==> src/rtl/ula_arbiter.sv <==
// ula_arbiter: two-requester round-robin arbiter and sequencer for a shared
// 8-bit ula (add/sub/shl/nor). It accepts one operation, drives the ula
// inputs from registers, waits LAT settle cycles, captures the result and
// returns it to the winning requester with an id tag.
//
// Ports:
//   clk, rst_n                   clock, async active-low reset
//   reqN_valid/ready/a/b/op      requester N (N=0,1); ready is combinational
//   ula_a/ula_b/ula_f1/ula_f2    registered drive to the ula
//   ula_r                        ula result
//   resp_valid/ready/data/id     response channel
//   busy                         high while in EXEC or RESP
//   ops_done                     completed-response counter (wraps)
module ula_arbiter #(
    parameter int unsigned WIDTH = 8,
    parameter int unsigned LAT   = 1,
    parameter int unsigned CNTW  = 16
) (
    input  logic             clk,
    input  logic             rst_n,
    input  logic             req0_valid,
    output logic             req0_ready,
    input  logic [WIDTH-1:0] req0_a,
    input  logic [WIDTH-1:0] req0_b,
    input  logic [1:0]       req0_op,
    input  logic             req1_valid,
    output logic             req1_ready,
    input  logic [WIDTH-1:0] req1_a,
    input  logic [WIDTH-1:0] req1_b,
    input  logic [1:0]       req1_op,
    output logic [WIDTH-1:0] ula_a,
    output logic [WIDTH-1:0] ula_b,
    output logic             ula_f1,
    output logic             ula_f2,
    input  logic [WIDTH-1:0] ula_r,
    output logic             resp_valid,
    input  logic             resp_ready,
    output logic [WIDTH-1:0] resp_data,
    output logic             resp_id,
    output logic             busy,
    output logic [CNTW-1:0]  ops_done
);

    // Settle counter only needs to hold LAT-1.
    localparam int unsigned CW = (LAT > 1) ? $clog2(LAT) : 1;

    typedef enum logic [1:0] {
        IDLE = 2'd0,
        EXEC = 2'd1,
        RESP = 2'd2
    } state_t;

    state_t        state;
    logic          ptr;
    logic [CW-1:0] cnt;

    logic grant_c;
    logic accept_c;

    // Pointer breaks ties; a lone requester always wins.
    always_comb begin
        grant_c  = (req0_valid && req1_valid) ? ptr : req1_valid;
        accept_c = (state == IDLE) && (req0_valid || req1_valid);
    end

    assign req0_ready = accept_c && !grant_c;
    assign req1_ready = accept_c && grant_c;

    // Sequencer: accept -> settle -> respond.
    always_ff @(posedge clk or negedge rst_n) begin
        if (!rst_n) begin
            state      <= IDLE;
            ptr        <= 1'b0;
            cnt        <= '0;
            ula_a      <= '0;
            ula_b      <= '0;
            ula_f1     <= 1'b0;
            ula_f2     <= 1'b0;
            resp_valid <= 1'b0;
            resp_data  <= '0;
            resp_id    <= 1'b0;
            busy       <= 1'b0;
            ops_done   <= '0;
        end else begin
            case (state)
                IDLE: begin
                    if (accept_c) begin
                        ula_a   <= grant_c ? req1_a : req0_a;
                        ula_b   <= grant_c ? req1_b : req0_b;
                        ula_f1  <= grant_c ? req1_op[1] : req0_op[1];
                        ula_f2  <= grant_c ? req1_op[0] : req0_op[0];
                        resp_id <= grant_c;
                        cnt     <= CW'(LAT - 1);
                        busy    <= 1'b1;
                        state   <= EXEC;
                    end
                end
                EXEC: begin
                    if (cnt == '0) begin
                        resp_data  <= ula_r;
                        resp_valid <= 1'b1;
                        state      <= RESP;
                    end else begin
                        cnt <= cnt - CW'(1);
                    end
                end
                RESP: begin
                    if (resp_ready) begin
                        resp_valid <= 1'b0;
                        busy       <= 1'b0;
                        ptr        <= ~resp_id;
                        ops_done   <= ops_done + CNTW'(1);
                        state      <= IDLE;
                    end
                end
                default: begin
                    state <= IDLE;
                end
            endcase
        end
    end

endmodule

==> config.mk <==
export PLATFORM = sky130hd
export DESIGN_NAME = ula_arbiter
export DESIGN_NICKNAME = d
export VERILOG_FILES = /design/src/rtl/ula_arbiter.sv
export SDC_FILE = /design/constraint.sdc
export NUM_CORES = 1
export LEC_CHECK = 0
export ABC_AREA = 1
export BUFFER_PORTS_ARGS = -buffer_cell sky130_fd_sc_hd__buf_2
export CORE_ASPECT_RATIO = 0.9
export CORE_MARGIN = 3
export CORE_UTILIZATION = 34
export CTS_CLUSTER_DIAMETER = 120
export DETAILED_ROUTE_END_ITERATION = 7
export GPL_TIMING_DRIVEN = 0
export HOLD_SLACK_MARGIN = 0.02
export PLACE_DENSITY = 0.66
export SLEW_MARGIN = 20
export SYNTH_ARGS = -nofsm -noshare
export SYNTH_HDL_FRONTEND = slang
export SYNTH_SLANG_ARGS = --single-unit
==> constraint.sdc <==
create_clock -name clk -period 1.15 [get_ports clk]
set_input_delay 0.115 -clock clk [delete_from_list [all_inputs] [get_ports clk]]
set_output_delay 0.115 -clock clk [all_outputs]
set_load 0.1 [all_outputs]
==> results.py, run 1 <==
metrics = {
    "clocking": {
        "clk_pin_slew_ns": 0.09,
        "cts.sinks": 48,
        "cts.path.max_buffers": 2,
        "clock_latency_ns": 0.30,
        "cts-htree-levels": 2,
        "cts_tree": "yes",
        "root_buffer": "clkbuf_8",
        "cts_buffers": 5,
    },
    "floorplanning": {
        "dieArea_um2": 7330,
        "die_x_um": 89.9,
        "die_y_um": 81.5,
        "fp.coreArea_um2": 5890,
        "rows": 26,
        "start_util_pct": 36.6,
        "ios": 96,
    },
    "yosys": {
        "syn-num-nets": 280,
        "avgSynthCellArea_um2": 9.37,
        "syn_inst": 230,
        "async_flop_share_pct": 100,
        "ys_seq_elements": 48,
        "ys_types": 25,
        "yosysMostFrequentCell": "nand2_1",
        "synth_area_leaders": "dfrtp_1 56%, nand2_1 15%, nand3_1 5.8%",
        "synth_enable_flop_cells": 0,
        "ys.flop_type": "dfrtp_1",
        "synth_top_area_share_pct": 55.7,
        "ys_warn_count": 0,
        "syn_area_um2": 2160,
        "ys_top_cells_by_count": "87 x nand2_1, 48 x dfrtp_1, 25 x nand3_1, 19 x inv_1, 8 x mux2_1",
        "synth_top_area_cell": "dfrtp_1",
        "seq_area_frac_synth_pct": 55.7,
    },
    "global_routing": {
        "antenna_found_initial": 0,
        "grt_max_degree": 49,
        "grt_usage_pct": 16.4,
        "grt_pass1_vias": 2018,
        "grt-ovfl-total": 0,
        "grt_pass1_wl_um": 9560,
    },
    "worst_setup_path": {
        "timing.reg2reg.worst_path_depth": 8,
        "path_class": "register to primary output",
        "crit_path_start_kind": "register",
        "worstPathMaxFanout": 2,
        "critPathCapture": "req1_ready",
        "timing.rr.end": "ops_done[10]",
        "worstPathRequired_ns": 1.03,
        "cp_data_arrival_time_ns": 1.38,
        "rrSetupSlack_ns": -0.30,
        "regToRegStartpoint": "state[1]",
        "setup.worst_path.end_class": "primary output",
        "cp-startpoint": "state[0]",
    },
    "drt": {
        "viasPerCell": 4.36,
        "wl_per_cell_um": 12.7,
        "drcViolationCount": 0,
        "final_antenna_net_count": 0,
        "wirelength_um": 5870,
        "dr.pass1.iters": 4,
        "drt_iter0_drc": 37,
        "via_count": 2020,
    },
    "layout": {
        "fin_area_um2": 3880,
        "layout-drive-gt1-share_pct": 59.9,
        "nFillCells": 448,
        "layoutNonFillerInstCount": 463,
        "num_antenna_cells": 0,
        "area_growth_pct": 79.9,
        "nNetsFinal": 428,
    },
    "timing": {
        "final_hold_viol_count": 0,
        "max_freq_ghz": 0.669,
        "finalSetupViolCount": 51,
        "post-route-period-util_pct": 130,
        "fin_ws_ns": -0.345,
        "finalMaxSlewViolations": 0,
        "final.setup.tns_ns": -8.38,
        "min_period_ns": 1.49,
        "fin_hold_ws_ns": 0.0267,
        "slew_headroom_pct": 59.6,
        "clock-skew-final_ns": 0.00967,
        "tightest_slew_ns": 0.607,
        "rsz0062_at_grt": "yes",
    },
    "run": {
        "drv_cap": 0,
    },
    "status": {
        "outcome": "complete, but fails checks",
        "violations": "setup timing",
    },
    "hold_path": {
        "hold_class": "primary input to register",
    },
    "placed_design": {
        "hpwlAfterDp_um": 3620,
        "gp_congestion": 0.780,
        "port_buffers": 95,
        "placed_area_um2": 2920,
        "dp.cells": 409,
    },
}
-- flip-flops by register name (all words and copies together) (netlist names) --
register    count
ops_done       16
resp_data       8
ula_a           8
ula_b           8
state           2
busy            1
ptr             1
resp_id         1
resp_valid      1
ula_f1          1
ula_f2          1
-- metal layers --
metal | vias up | global-route usage, % | wire [µm]
met4 | 0 | 4.74 | 56
met5 | - | 0 | 0
li1 | 1013 | - | -
met2 | 71 | 27.9 | 2790
met3 | 4 | 5.68 | 424
met1 | 932 | 20.1 | 2600
-- final cells by class --
class	count	area, µm²	area share, %
Buffer	5	58.8	1.52
Clock buffer	6	82.6	2.13
Clock inverter	2	38.8	1.00
Inverter	22	87.6	2.26
Multi-Input combinational cell	155	1030	26.5
Sequential cell	48	1280	33.0
Tap cell	84	105	2.71
Timing Repair Buffer	141	1200	30.8
-- cell families after synthesis --
group / share of synthesized area [%]
buffers and inverters: 5.22
DFF: 55.7
muxes: 4.18
and+or+nand+nor: 28.1
xor gates and xnor gates: 4.82
AOI/OAI and AO/OA: 1.39
adders and majority gates: 0.580
-- stage by stage --
step	setup WS (ns)	util (%)
3_3_place_gp	-0.490	49.6
4_1_cts	-0.385	60.9
6_report	-0.345	65.9
3_5_place_dp	-0.507	49.6
2_1_floorplan	-0.348	-
5_1_grt	-0.424	65.9
-- how the worst min path moves through the flow --
stage	from	to	cells past startpoint
3_3_place_gp	req1_a[4]	ula_a[4]	3
5_1_grt	resp_ready	state[1]	2
4_1_cts	req1_b[6]	ula_b[6]	3
2_1_floorplan	rst_n	busy	0
3_5_place_dp	req1_a[2]	ula_a[2]	3
6_report	resp_ready	state[1]	2
-- critical path, stage by stage (launching register included) --
cell	delay, ns
dfrtp_1	0.41
nor2_2	0.15
buf_4	0.13
nand2_2	0.07
inv_4	0.07
buf_8	0.10
buf_12	0.16
-- what timing repair did --
item                                   CTS  global route
setup endpoints to repair               84            57
pin swaps                                9            17
endpoints found under the hold margin   15            48
hold buffers                            15             1
setup buffers                           18            14
gates resized for setup                 82            54
gates cloned                             0             1
-- placed cells by master (no fill, tap or decap), drive strengths merged --
cell type	n
clkbuf	7
or2	1
nor2	9
nand3	26
buf	129
a21boi	1
dlygate4sd3	16
nand2	88
clkinv	1
o21ai	3
bufinv	1
mux2	8
ha	1
xor2	8
xnor2	3
inv	22
nor3	4
nand4	3
dfrtp	48
Power of run 1 is not shown: default switching activity piles up to over one toggle a cycle in this logic, so the estimate is an artifact.
==> run 2: changes to the inputs <==
--- a/config.mk
+++ b/config.mk
@@ -10,11 +10,12 @@
 export CORE_ASPECT_RATIO = 0.9
 export CORE_MARGIN = 3
 export CORE_UTILIZATION = 34
+export CTS_BUF_LIST = sky130_fd_sc_hd__clkbuf_4
 export CTS_CLUSTER_DIAMETER = 120
 export DETAILED_ROUTE_END_ITERATION = 7
 export GPL_TIMING_DRIVEN = 0
 export HOLD_SLACK_MARGIN = 0.02
-export PLACE_DENSITY = 0.66
+export PLACE_DENSITY = 0.64
 export SLEW_MARGIN = 20
 export SYNTH_ARGS = -nofsm -noshare
 export SYNTH_HDL_FRONTEND = slang
==> constraint.sdc (replaced) <==
create_clock -name clk -period 1.6 [get_ports clk]
set_input_delay 0.16 -clock clk [delete_from_list [all_inputs] [get_ports clk]]
set_output_delay 0.16 -clock clk [all_outputs]
set_load 0.1 [all_outputs]
==> results.py, run 2 (synthesis gave the netlist of run 1 again) <==
metrics = {
    "status": {
        "outcome": "complete, but fails checks",
        "violations": "setup timing",
    },
    "timing": {
        "fin_ws_ns": -0.0311,
        "rsz0062_at_grt": "yes",
        "slew_headroom_pct": 60.0,
        "min_period_ns": 1.63,
        "finalMaxSlewViolations": 0,
        "post-route-period-util_pct": 102,
        "fin_hold_ws_ns": 0.0354,
        "max_freq_ghz": 0.613,
        "final_hold_viol_count": 0,
        "tightest_slew_ns": 0.600,
        "clock-skew-final_ns": 0.00280,
        "finalSetupViolCount": 1,
    },
    "clocking": {
        "clock_latency_ns": 0.34,
        "root_buffer": "clkbuf_4",
        "cts_buffers": 5,
        "cts.sinks": 48,
        "cts_tree": "yes",
        "clk_pin_slew_ns": 0.14,
        "cts.path.max_buffers": 2,
        "cts-htree-levels": 2,
    },
    "layout": {
        "area_growth_pct": 57.5,
        "regMostFlops": "ops_done",
        "layout_common_cells": "95 x buf_2, 86 x nand2_1, 45 x dlygate4sd3_1",
        "largest_reg_flops": 16,
        "fin_area_um2": 3400,
        "post-route-util_pct": 57.7,
        "layoutNonFillerInstCount": 471,
        "num_antenna_cells": 0,
        "layout-drive-gt1-share_pct": 38.5,
        "nFillCells": 545,
        "layout_commonest_cell": "buf_2",
        "nNetsFinal": 436,
    },
    "worst_setup_path": {
        "regToRegStartpoint": "state[1]",
        "crit_path_start_kind": "register",
        "worstPathRequired_ns": 1.44,
        "cp-startpoint": "state[1]",
        "setup.worst_path.end_class": "primary output",
        "critPathCapture": "req0_ready",
        "worstPathMaxFanout": 7,
        "path_class": "register to primary output",
        "timing.rr.end": "resp_data[2]",
        "cp_data_arrival_time_ns": 1.47,
        "timing.reg2reg.worst_path_depth": 4,
        "rrSetupSlack_ns": 0.17,
    },
    "global_routing": {
        "grt_pass1_vias": 2023,
        "antenna_found_initial": 0,
        "grt_max_degree": 49,
        "grt-ovfl-total": 0,
        "grt_pass1_wl_um": 9400,
        "grt_usage_pct": 15.9,
    },
    "placed_design": {
        "placed_area_um2": 2760,
        "port_buffers": 95,
        "hpwlAfterDp_um": 3470,
        "dp.cells": 409,
        "gp_congestion": 0.807,
    },
    "drt": {
        "wl_per_cell_um": 12.1,
        "wl_met1_um": 2570,
        "via_count": 2050,
        "wl_met3_um": 381,
        "final_antenna_net_count": 0,
        "dr.pass1.iters": 4,
        "viasPerCell": 4.35,
        "wl_met2_um": 2690,
        "maxUsedRoutingLayer": "met4",
        "drcViolationCount": 0,
        "drt_iter0_drc": 58,
        "wirelength_um": 5720,
    },
    "floorplanning": {
        "rows": 26,
        "die_y_um": 81.5,
        "ios": 96,
        "start_util_pct": 36.6,
        "dieArea_um2": 7330,
        "die_x_um": 89.9,
        "fp.coreArea_um2": 5890,
    },
    "hold_path": {
        "hold_class": "primary input to register",
    },
    "run": {
        "drv_cap": 0,
    },
}
run 2: worst min-delay path by stage:
| stage | from | endpoint | slack, ns | cells after the start |
|---|---|---|---|---|
| 4_1_cts | rst_n | resp_data[6] | 0.02 | 1 |
| 3_5_place_dp | req1_b[0] | ula_b[0] | 0.37 | 3 |
| 6_report | req0_a[7] | ula_a[7] | 0.04 | 3 |
| 3_3_place_gp | req1_a[3] | ula_a[3] | 0.36 | 3 |
| 5_1_grt | req0_a[7] | ula_a[7] | 0.04 | 3 |
| 2_1_floorplan | rst_n | busy | -0.14 | 0 |
run 2: stage by stage:
step	TNS, ns	worst slack, ns
global placement	-0.243	-0.175
detailed placement	-0.249	-0.167
global route	-0.191	-0.141
CTS	-0.0620	-0.0620
finish	-0.0311	-0.0311
floorplan	0	0.0239
run 2: area by class of cell:
type                    instances  area, µm²  share of cell area [%]
plain buffers                   4       30.0                   0.884
clock buffers                   7       52.6                    1.55
clock inverters                 1       5.00                   0.147
inverters                      22       87.6                    2.58
multi-input cells             155        857                    25.2
flip-flops and latches         48       1220                    36.1
well taps                      84        105                    3.10
repair buffers                150       1030                    30.4
run 2: routing by layer:
layer | vias to the layer above | global-route usage (%)
li1 | 1031 | -
met1 | 932 | 19.7
met2 | 76 | 27.1
met3 | 11 | 4.76
met4 | 0 | 5.35
met5 | - | 0
run 2: repair_timing:
| action | 4_1_cts | 5_1_grt |
|---|---|---|
| gates resized for setup | 11 | 5 |
| setup buffers | 3 | 7 |
| pin swaps | 1 | 2 |
| hold buffers | 44 | 1 |
| setup endpoints to repair | 2 | 2 |
| endpoints found under the hold margin | 27 | 48 |
run 2: worst max-delay path, cell delays in order (launching register included):
cell and delay [ns]:
dfrtp_1 0.44, nor2_4 0.16, o21ai_4 0.09, nor2_4 0.14, buf_8 0.13, buf_12 0.17
Power of run 2 is left out for the same reason.
==> run 3: changes to the inputs <==
--- a/config.mk
+++ b/config.mk
@@ -9,13 +9,13 @@
 export BUFFER_PORTS_ARGS = -buffer_cell sky130_fd_sc_hd__buf_2
 export CORE_ASPECT_RATIO = 0.9
 export CORE_MARGIN = 3
-export CORE_UTILIZATION = 34
+export CORE_UTILIZATION = 49
 export CTS_BUF_LIST = sky130_fd_sc_hd__clkbuf_4
 export CTS_CLUSTER_DIAMETER = 120
 export DETAILED_ROUTE_END_ITERATION = 7
 export GPL_TIMING_DRIVEN = 0
 export HOLD_SLACK_MARGIN = 0.02
-export PLACE_DENSITY = 0.64
+export PLACE_DENSITY = 0.86
 export SLEW_MARGIN = 20
 export SYNTH_ARGS = -nofsm -noshare
 export SYNTH_HDL_FRONTEND = slang
==> results.py, run 3 (synthesis gave the netlist of run 1 again) <==
metrics = {
    "timing": {
        "rsz0062_at_grt": "yes",
        "post-route-period-util_pct": 103,
        "final_hold_viol_count": 0,
        "final.setup.tns_ns": -0.0519,
        "slew_headroom_pct": 60.9,
        "finalMaxSlewViolations": 0,
        "max_freq_ghz": 0.605,
        "tightest_slew_ns": 0.586,
        "clock-skew-final_ns": 0.0170,
        "min_period_ns": 1.65,
        "finalSetupViolCount": 1,
        "fin_ws_ns": -0.0519,
    },
    "layout": {
        "area_growth_pct": 57.0,
        "num_antenna_cells": 0,
        "layout_commonest_cell": "buf_2",
        "multiInputGateArea_um2": 855,
        "nNetsFinal": 437,
        "regArea_um2": 1220,
        "nFillCells": 232,
        "regMostFlops": "ops_done",
        "layout-drive-gt1-share_pct": 37.6,
        "largest_reg_flops": 16,
        "layout_common_cells": "95 x buf_2, 87 x nand2_1, 46 x dlygate4sd3_1",
    },
    "clocking": {
        "clk_pin_slew_ns": 0.14,
        "cts-htree-levels": 2,
        "cts_tree": "yes",
        "cts.path.max_buffers": 2,
        "cts.sinks": 48,
        "cts_buffers": 5,
        "root_buffer": "clkbuf_4",
        "clock_latency_ns": 0.37,
    },
    "hold_path": {
        "min-delay-start": "req0_valid",
        "hold_class": "primary input to register",
    },
    "worst_setup_path": {
        "max_stage_delay_ns": 0.44,
        "slowest_stage": "dfrtp_1",
        "worstPathMaxFanout": 5,
        "crit_path_cell_trace": "nor2_4 > o21ai_4 > nor2_4 > buf_6 > buf_12",
        "path_class": "register to primary output",
        "cp_data_arrival_time_ns": 1.49,
        "crit_path_start_kind": "register",
        "regToRegStartpoint": "state[0]",
        "crit_top_cell": "nor2_4",
        "setup.worst_path.end_class": "primary output",
        "worstPathRequired_ns": 1.44,
        "cp-startpoint": "state[0]",
    },
    "placed_design": {
        "hpwlAfterDp_um": 3430,
        "port_buffers": 95,
        "gp_congestion": 0.804,
    },
    "drt": {
        "dr.pass1.iters": 4,
        "via_count": 2229,
        "drcViolationCount": 0,
        "drt_iter0_drc": 100,
        "wl_per_cell_um": 14.7,
        "viasPerCell": 4.98,
        "wirelength_um": 6570,
        "final_antenna_net_count": 0,
    },
    "floorplanning": {
        "rows": 22,
        "fp.coreArea_um2": 4160,
        "die_y_um": 68.9,
        "start_util_pct": 51.9,
        "die_x_um": 75.9,
        "dieArea_um2": 5230,
        "ios": 96,
    },
    "global_routing": {
        "grt-ovfl-total": 0,
        "grt_pass1_vias": 2225,
        "grt_usage_pct": 25.4,
        "grt_pass1_wl_um": 10200,
        "grt_max_degree": 49,
        "antenna_found_initial": 0,
    },
    "run": {
        "drv_cap": 0,
    },
    "status": {
        "violations": "setup timing",
        "outcome": "complete, but fails checks",
    },
}
run 3: cell types whose count changed in the layout (fill, tap and decap cells not counted), sizes merged:
cell         delta
dlygate4sd3     +1
bufinv          +1
clkbuf          -2
inv             +1
run 3: what timing repair did:
item,in CTS,in global routing
buffers inserted,3,7
hold buffers,46,0
pin swaps,2,3
resized for setup,10,2
endpoints found under the setup margin,2,2
hold endpoints to repair,75,0
run 3: through the flow:
step	area (µm²)	setup slack [ns]	utilization, %	hold slack, ns	instances
final	3380	-0.0519	81.4	0.213	448
after global routing	3380	-0.127	81.4	0.213	448
after CTS	3320	-0.0642	79.8	0.133	441
after detailed placement	2730	-0.147	65.7	0.375	385
after global placement	2730	-0.141	65.7	0.365	385
after floorplan	2180	0.0239	-	-0.136	230
run 3: area by class of cell:
cell class / count / share of cell area [%]
buffer: 4 / 0.776
clock buffer: 5 / 1.11
clock inverter: 3 / 1.11
inverter: 22 / 2.51
multi-input combinational: 155 / 25.2
sequential: 48 / 36.2
tap: 60 / 2.22
timing repair buffer: 151 / 30.8
run 3: path summary, 6_finish.rpt:
check / to / slack, ns / depth (start not counted)
setup / recovery: req0_ready / -0.05 / 5
hold / removal: resp_id / 0.21 / 4
setup reg to reg: ops_done[12] / 0.15 / 9
hold reg to reg: ops_done[7] / 0.49 / 1
max in group asynchronous: ops_done[0] / 0.82 / 2
min in group asynchronous: ula_a[0] / 0.33 / 2
run 3: worst max-delay path: cells and delay by family (launching register included):
family	cells	cell delay, ns
flops	1	0.44
buf+inv	2	0.31
simple gates	2	0.29
compound gates	1	0.08
run 3: routing by layer:
metal  vias to the layer above  GRT usage, %  part of all wire, %
li1                       1038             -                    -
met1                      1043          28.5                   39
met2                       124          44.2                   49
met3                        24          10.3                  9.2
met4                         0          10.9                  2.5
met5                         -             0                    0
Power of run 3 is left out for the same reason.
